`config.mk`:
```
export PLATFORM = sky130hd
export DESIGN_NAME = pred_issue_core
export DESIGN_NICKNAME = d
export VERILOG_FILES = /design/src/rtl/pred_issue_pkg.sv /design/src/rtl/pred_issue_alu.sv /design/src/rtl/pred_issue_core.sv
export SDC_FILE = /design/constraint.sdc
export NUM_CORES = 1
export LEC_CHECK = 0
export BUFFER_PORTS_ARGS = -buffer_cell sky130_fd_sc_hd__buf_2
export CAP_MARGIN = 20
export CORE_UTILIZATION = 30
export DETAILED_ROUTE_END_ITERATION = 16
export GPL_ROUTABILITY_DRIVEN = 0
export GPL_TIMING_DRIVEN = 1
export PLACE_DENSITY_LB_ADDON = 0.3
export SYNTH_ARGS = -nofsm -noshare
export SYNTH_HDL_FRONTEND = slang
export SYNTH_SLANG_ARGS = --single-unit
```
`constraint.sdc`:
```
create_clock -name clk -period 3.6 [get_ports clk]
set_input_delay 0.72 -clock clk [delete_from_list [all_inputs] [get_ports clk]]
set_output_delay 0.72 -clock clk [all_outputs]
set_load 0.01 [all_outputs]
```
`src/rtl/pred_issue_pkg.sv`:
```
// Shared types for the predicated issue core: FSM states, opcodes, instruction field positions.
package pred_issue_pkg;

    typedef enum logic [1:0] {
        S_REQ   = 2'd0,
        S_FETCH = 2'd1,
        S_READ  = 2'd2,
        S_LOAD  = 2'd3
    } state_e;

    typedef enum logic [4:0] {
        OP_LOAD    = 5'd0,
        OP_STORE   = 5'd1,
        OP_MUL     = 5'd2,
        OP_ADD     = 5'd3,
        OP_SUB     = 5'd4,
        OP_SHR     = 5'd5,
        OP_SHL     = 5'd6,
        OP_AND     = 5'd7,
        OP_NOT     = 5'd8,
        OP_XOR     = 5'd9,
        OP_OR      = 5'd10,
        OP_NAND    = 5'd11,
        OP_LDI     = 5'd12,
        OP_SETP    = 5'd13,
        OP_QPUSH_R = 5'd14,
        OP_QPUSH_I = 5'd15,
        OP_HALT    = 5'd16
    } opcode_e;

    localparam int PRED_MSB = 31;
    localparam int PRED_LSB = 30;
    localparam int TYPE_BIT = 29;
    localparam int OP_MSB   = 28;
    localparam int OP_LSB   = 24;
    localparam int RA_MSB   = 23;
    localparam int RA_LSB   = 20;
    localparam int RB_MSB   = 19;
    localparam int RB_LSB   = 16;
    localparam int RD_MSB   = 15;
    localparam int RD_LSB   = 12;
    localparam int IMM_MSB  = 15;
    localparam int IMM_LSB  = 0;

    // Destination register select: shifts/NOT/LOAD write back into ra, LDI into rb.
    function automatic logic [3:0] target_reg(input logic [4:0] op, input logic [3:0] ra,
                                              input logic [3:0] rb, input logic [3:0] rd);
        case (op)
            OP_LOAD, OP_SHR, OP_SHL, OP_NOT: return ra;
            OP_LDI:                          return rb;
            default:                         return rd;
        endcase
    endfunction

endpackage

```
`src/rtl/pred_issue_alu.sv`:
```
// Combinational ALU for the issue core plus the unsigned SETP compare.
// The multiplier only exists when PRED_ISSUE_MUL_EN is defined.
module pred_issue_alu
    import pred_issue_pkg::*;
#(
    parameter int DATA_W = 32
) (
    input  logic [4:0]        op,
    input  logic [DATA_W-1:0] a,
    input  logic [DATA_W-1:0] b,
    input  logic [15:0]       imm,
    output logic [DATA_W-1:0] result,
    output logic              lt
);

    logic shift_over;

    assign shift_over = (imm >= 16'(DATA_W));
    assign lt         = (a < b);

    always_comb begin
        result = '0;
        case (op)
`ifdef PRED_ISSUE_MUL_EN
            OP_MUL:  result = a * b;
`endif
            OP_ADD:  result = a + b;
            OP_SUB:  result = a - b;
            OP_SHR:  result = shift_over ? '0 : (a >> imm[5:0]);
            OP_SHL:  result = shift_over ? '0 : (a << imm[5:0]);
            OP_AND:  result = a & b;
            OP_NOT:  result = ~a;
            OP_XOR:  result = a ^ b;
            OP_OR:   result = a | b;
            OP_NAND: result = ~(a & b);
            OP_LDI:  result = DATA_W'(imm);
            default: result = '0;
        endcase
    end

endmodule

```
`src/rtl/pred_issue_core.sv`:
```
// Predicated single-issue core: fetch, predicate check, execute/writeback, load and store/push handshakes.
// Define PRED_ISSUE_MUL_EN to make opcode 2 a multiply; otherwise it retires as a NOP.
//
// state   | meaning
// S_REQ   | idle, request_pc high, waiting for set_pc
// S_FETCH | curr_pc presented, waiting for instr_valid
// S_READ  | operands read, execute or hold for mem_w_ready / q_ready
// S_LOAD  | write back mem_rdata returned for the load issued in S_READ
module pred_issue_core
    import pred_issue_pkg::*;
#(
    parameter int DATA_W   = 32,
    parameter int PC_W     = 16,
    parameter int NUM_PRED = 4
) (
    input  logic              clk,
    input  logic              rst_n,
    input  logic              set_pc,
    input  logic [PC_W-1:0]   new_pc,
    output logic              request_pc,
    output logic [PC_W-1:0]   curr_pc,
    input  logic              instr_valid,
    input  logic [31:0]       instr,
    output logic [3:0]        r_reg0,
    output logic [3:0]        r_reg1,
    input  logic [DATA_W-1:0] rdata0,
    input  logic [DATA_W-1:0] rdata1,
    output logic              reg_we,
    output logic [3:0]        reg_waddr,
    output logic [DATA_W-1:0] reg_wdata,
    output logic [PC_W-1:0]   mem_raddr,
    input  logic [DATA_W-1:0] mem_rdata,
    output logic              mem_we,
    output logic [PC_W-1:0]   mem_waddr,
    output logic [DATA_W-1:0] mem_wdata,
    input  logic              mem_w_ready,
    output logic              q_we,
    output logic [3:0]        q_num,
    input  logic              q_ready
);

    state_e                state;
    state_e                state_nxt;
    logic [PC_W-1:0]       pc;
    logic [31:0]           ir;
    logic [NUM_PRED-1:1]   pred_q;
    logic [3:0]            pred_view;

    logic [1:0]            pf;
    logic [4:0]            op;
    logic [3:0]            ra;
    logic [3:0]            rb;
    logic [3:0]            rd;
    logic [15:0]           imm;
    logic [3:0]            tgt;
    logic                  pred_ok;
    logic                  pc_adv;
    logic                  pred_we;
    logic [DATA_W-1:0]     alu_result;
    logic                  alu_lt;
    logic                  unused_type;

    assign pf          = ir[PRED_MSB:PRED_LSB];
    assign op          = ir[OP_MSB:OP_LSB];
    assign ra          = ir[RA_MSB:RA_LSB];
    assign rb          = ir[RB_MSB:RB_LSB];
    assign rd          = ir[RD_MSB:RD_LSB];
    assign imm         = ir[IMM_MSB:IMM_LSB];
    assign unused_type = ir[TYPE_BIT];
    assign tgt         = target_reg(op, ra, rb, rd);

    assign r_reg0    = ra;
    assign r_reg1    = rb;
    assign curr_pc   = pc;
    assign mem_raddr = rdata0[PC_W-1:0];

    // p0 is hard-wired true; indices at or above NUM_PRED read false.
    always_comb begin
        pred_view    = 4'b0001;
        for (int i = 1; i < NUM_PRED; i++) begin
            pred_view[i] = pred_q[i];
        end
        pred_ok = pred_view[pf];
    end

    pred_issue_alu #(.DATA_W(DATA_W)) u_alu (
        .op     (op),
        .a      (rdata0),
        .b      (rdata1),
        .imm    (imm),
        .result (alu_result),
        .lt     (alu_lt)
    );

    always_ff @(posedge clk or negedge rst_n) begin
        if (!rst_n) begin
            state <= S_REQ;
        end else begin
            state <= state_nxt;
        end
    end

    always_ff @(posedge clk or negedge rst_n) begin
        if (!rst_n) begin
            pc     <= '0;
            ir     <= '0;
            pred_q <= '0;
        end else begin
            if (state == S_REQ && set_pc) begin
                pc <= new_pc;
            end else if (pc_adv) begin
                pc <= pc + PC_W'(1);
            end
            if (state == S_FETCH && instr_valid) begin
                ir <= instr;
            end
            for (int i = 1; i < NUM_PRED; i++) begin
                if (pred_we && tgt[1:0] == 2'(i)) begin
                    pred_q[i] <= alu_lt;
                end
            end
        end
    end

    always_comb begin
        state_nxt = state;
        case (state)
            S_REQ:   if (set_pc) state_nxt = S_FETCH;
            S_FETCH: if (instr_valid) state_nxt = S_READ;
            S_READ: begin
                if (!pred_ok) begin
                    state_nxt = S_FETCH;
                end else begin
                    case (op)
                        OP_LOAD:    state_nxt = S_LOAD;
                        OP_STORE:   if (mem_w_ready) state_nxt = S_FETCH;
                        OP_QPUSH_R,
                        OP_QPUSH_I: if (q_ready) state_nxt = S_FETCH;
                        OP_HALT:    state_nxt = S_REQ;
                        default:    state_nxt = S_FETCH;
                    endcase
                end
            end
            S_LOAD:  state_nxt = S_FETCH;
            default: state_nxt = S_REQ;
        endcase
    end

    // Data outputs are left driven from the decode; only the enables are gated by state.
    always_comb begin
        request_pc = (state == S_REQ);
        reg_we     = 1'b0;
        reg_waddr  = tgt;
        reg_wdata  = alu_result;
        mem_we     = 1'b0;
        mem_waddr  = rdata1[PC_W-1:0];
        mem_wdata  = rdata0;
        q_we       = 1'b0;
        q_num      = (op == OP_QPUSH_I) ? imm[3:0] : rdata0[3:0];
        pc_adv     = 1'b0;
        pred_we    = 1'b0;
        case (state)
            S_READ: begin
                if (!pred_ok) begin
                    pc_adv = 1'b1;
                end else if (op == OP_STORE) begin
                    mem_we = 1'b1;
                    pc_adv = mem_w_ready;
                end else if (op == OP_QPUSH_R || op == OP_QPUSH_I) begin
                    q_we   = 1'b1;
                    pc_adv = q_ready;
                end else if (op == OP_LOAD || op == OP_HALT) begin
                    pc_adv = 1'b0;
                end else if (op == OP_SETP) begin
                    pred_we = 1'b1;
                    pc_adv  = 1'b1;
                end else if (op == OP_MUL) begin
`ifdef PRED_ISSUE_MUL_EN
                    reg_we = 1'b1;
`endif
                    pc_adv = 1'b1;
                end else if (op >= OP_ADD && op <= OP_LDI) begin
                    reg_we = 1'b1;
                    pc_adv = 1'b1;
                end else begin
                    pc_adv = 1'b1;
                end
            end
            S_LOAD: begin
                reg_we    = 1'b1;
                reg_wdata = mem_rdata;
                pc_adv    = 1'b1;
            end
            default: ;
        endcase
    end

endmodule
```
==> flow_summary.json <==
{
  "synthesized_nets": 1983,
  "wire_per_inst_um": 23.23,
  "ys_warn_count": 0,
  "place.detailed.hpwl_mm": 51.10,
  "maxCapViolCount": 0,
  "max_slew.worst_pin.slew_ns": 1.027,
  "clock-skew-final_ns": 0.02226,
  "critical_path_arrival_ns": 3.50,
  "holdCritPathClass": "reg -> reg",
  "critPathKind": "in -> out",
  "synth_area_mm2": 0.01288,
  "maxClockFrequency_mhz": 236.8,
  "remaining_drc_errors": 0,
  "dieHeight_um": 209.2,
  "vias_per_cell": 5.938,
  "first_global_vias": 16220,
  "num_rows": 75,
  "drt_wl_total_mm": 66.46,
  "power-per-cell-area_mw_per_mm2": 611.3,
  "rsz0062_at_grt": "yes",
  "final_util_pct": 48.18,
  "yosys.cell_types.count": 93,
  "endpoint_kind": "output pin",
  "yosys.area.top_type_share_pct": 11.46,
  "worstPathMaxFanout": 2,
  "worst_skew_pair.late_latency_ns": 0.33,
  "h-tree-depth": 2,
  "ys_async_sr_fraction_pct": 100.0,
  "fp.dieArea_mm2": 0.04376,
  "floorplan.die.width_um": 209.2,
  "design.portCount": 282,
  "cellLeakagePower_nw": 8.933,
  "ctsLongestPathBuffers": 2,
  "worst_setup_path_start_kind": "input port",
  "starting_density_of_the_core_pct": 30.57,
  "layout.filler_cells": 3981,
  "netlist_top_cells_count": "sky130_fd_sc_hd__a21oi_1 (165), sky130_fd_sc_hd__nor2_1 (161), sky130_fd_sc_hd__nand2_1 (148), sky130_fd_sc_hd__o21ai_0 (120), sky130_fd_sc_hd__ha_1 (118)",
  "finalCritPeriodShare_pct": 117.3,
  "initial_antenna_violation_count": 9,
  "grt_start_max_net_pins": 64,
  "global_route_wire_length_before_repair_mm": 98.21,
  "post_synthesis_cells": 1713,
  "antenna_violating_nets_post_route": 0,
  "grt_util_all_layers_pct": 29.35,
  "timing.critical_path.required_ns": 2.88,
  "clock_tree_from_tritoncts": "done",
  "routed-via-count": 16989,
  "violated_checks": "negative setup slack",
  "core_area_mm2": 0.04213,
  "postLayoutSetupSlackWorst_ns": -0.6230,
  "post_route_cells_drive_above_1_share_pct": 51.47,
  "synth_edf_count": 0,
  "design.final.nets": 2587,
  "clock_sinks": 52,
  "layout.cells.non_filler": 2861,
  "yosysMostFrequentCell": "sky130_fd_sc_hd__a21oi_1",
  "drt-initial-drc-count": 2200,
  "seq_area_frac_synth_pct": 10.10,
  "dpl.cell_count": 2782,
  "first_pass_iters": 5,
  "buffer_ports.inserted": 280,
  "synth.area.top_cells": "sky130_fd_sc_hd__ha_1 (11%), sky130_fd_sc_hd__dfrtp_1 (10%), sky130_fd_sc_hd__mux4_2 (6.8%)",
  "synth_flop_cell": "sky130_fd_sc_hd__dfrtp_1",
  "outcome": "complete, but fails checks",
  "timing.final.setup_violations": 29,
  "worst_setup_hold_path_clk_slew_ns": 0.10,
  "yosys_reg_bits": 52,
  "clock_tree.root_cell": "sky130_fd_sc_hd__clkbuf_16",
  "yosysTopAreaCell": "sky130_fd_sc_hd__ha_1",
  "grt_overflow_total": 0,
  "maxSlewViolCount": 0,
  "area_growth_pct": 57.62,
  "clock_buffer_count_from_cts": 5,
  "synthesis.area_per_instance_um2": 7.518,
  "vdd_drop_max_uv": 454.6,
  "relSlewSlack_pct": 31.52,
  "period_minus_slack_ns": 4.223,
  "finalHoldViolations": 0
}
[cell families (layout without fill, tap and decap cells)]
group / after synthesis / in the layout / synth area share, %
AO/OA/AOI/OAI: 570 / 570 / 29.47
XOR/XNOR: 19 / 19 / 1.292
adder cells (fa/ha/maj): 120 / 120 / 11.78
flip-flops: 52 / 52 / 10.10
multiplexers: 160 / 160 / 18.03
other: 0 / 4 / 0
buffers and inverters: 314 / 919 / 12.32
AND/OR/NAND/NOR: 478 / 478 / 17.01
[power breakdown]
part / switching [mW] / total [mW] / leakage, nW / internal, mW
logic: 5.57 / 10.5 / 8.23 / 4.93
registers: 0.385 / 1.26 / 0.621 / 0.873
clock network: 0.313 / 0.643 / 0.0798 / 0.330
total: 6.27 / 12.4 / 8.93 / 6.14
[through the flow]
stage / worst slack [ns] / power, mW / setup TNS [ns] / hold WS (ns) / cell area (um^2)
after floorplan: -0.1755 / 6.286 / -0.5258 / 0.4244 / 13050
after global placement: -0.8710 / 9.689 / -16.55 / 0.4956 / 17520
after detailed placement: -0.8921 / 9.756 / -17.01 / 0.4990 / 17520
after CTS: -0.6094 / 11.65 / -9.637 / 0.5202 / 19660
after global routing: -0.7492 / 12.98 / -12.72 / 0.5266 / 20290
final: -0.6230 / 12.41 / -10.41 / 0.5255 / 20300
[state kept, by name, indices dropped and copies added (netlist names)]
signal and flops:
state 2, curr_pc 16, ir 31, pred_q 3
[path summary, 6_finish.rpt]
path	to	cells after the start	slack [ns]	startpoint
max	reg_wdata[31]	14	-0.62	rdata0[15]
min	pred_q[3]	1	0.53	pred_q[3]
max reg2reg	curr_pc[10]	10	0.69	ir[24]
min reg2reg	pred_q[3]	1	0.53	pred_q[3]
max in group asynchronous	ir[18]	2	2.20	rst_n
min in group asynchronous	pred_q[1]	1	0.54	rst_n
[critical path, stage by stage]
cell	delay (ns)
sky130_fd_sc_hd__buf_8	0.08
sky130_fd_sc_hd__clkinvlp_4	0.17
sky130_fd_sc_hd__ha_4	0.34
sky130_fd_sc_hd__nand4_1	0.19
sky130_fd_sc_hd__a2111oi_4	0.30
sky130_fd_sc_hd__buf_4	0.20
sky130_fd_sc_hd__o2111ai_4	0.12
sky130_fd_sc_hd__and3_4	0.21
sky130_fd_sc_hd__a31oi_4	0.18
sky130_fd_sc_hd__nand3_2	0.10
sky130_fd_sc_hd__a31o_1	0.20
sky130_fd_sc_hd__or3_4	0.33
sky130_fd_sc_hd__a41oi_2	0.20
sky130_fd_sc_hd__buf_2	0.18
[what timing repair did]
item                       CTS  global route
pin swaps                  120            96
resized for setup          374           130
setup buffers               55            29
setup endpoints to repair   32            32
hold buffers                 0             0
gates cloned                 1             0
[metal layers]
metal  share of wire, %  vias up  global-route usage (%)
met1                 40     8030                   39.34
li1                   -     7505                       -
met2                 43     1200                   44.22
met4                4.9       10                   13.21
met5              0.098        -                       0
met3                 12      244                   7.334
[layout by cell type, fill, tap and decap left out, drive strengths merged, types with 9 or more instances in the layout]
master,n
and2,9
o22ai,25
nor4,20
nand2,148
a221oi,24
nor3,33
nand3,32
nand4,13
nor2,161
o21ai,129
a22oi,11
a211oi,19
mux2,56
dfrtp,52
a21o,17
a2111oi,18
nor2b,9
o31ai,12
o221ai,22
ha,118
mux2i,55
a221o,19
o211ai,19
buf,796
a21oi,167
mux4,49
xnor2,15
nand2b,20
a31oi,14
inv,112
[layout make-up]
type / count / area, um^2 / area share (%)
antenna: 4 / 10.01 / 0.04931
sequential: 52 / 1309 / 6.447
clock inverter: 3 / 42.54 / 0.2096
timing repair buffer: 797 / 5897 / 29.05
clock buffer: 5 / 125.1 / 0.6164
inverter: 114 / 478.0 / 2.355
multi-input combinational: 1347 / 11760 / 57.95
tap: 539 / 674.4 / 3.322
Note: power is estimated with default switching activity, not from simulation.
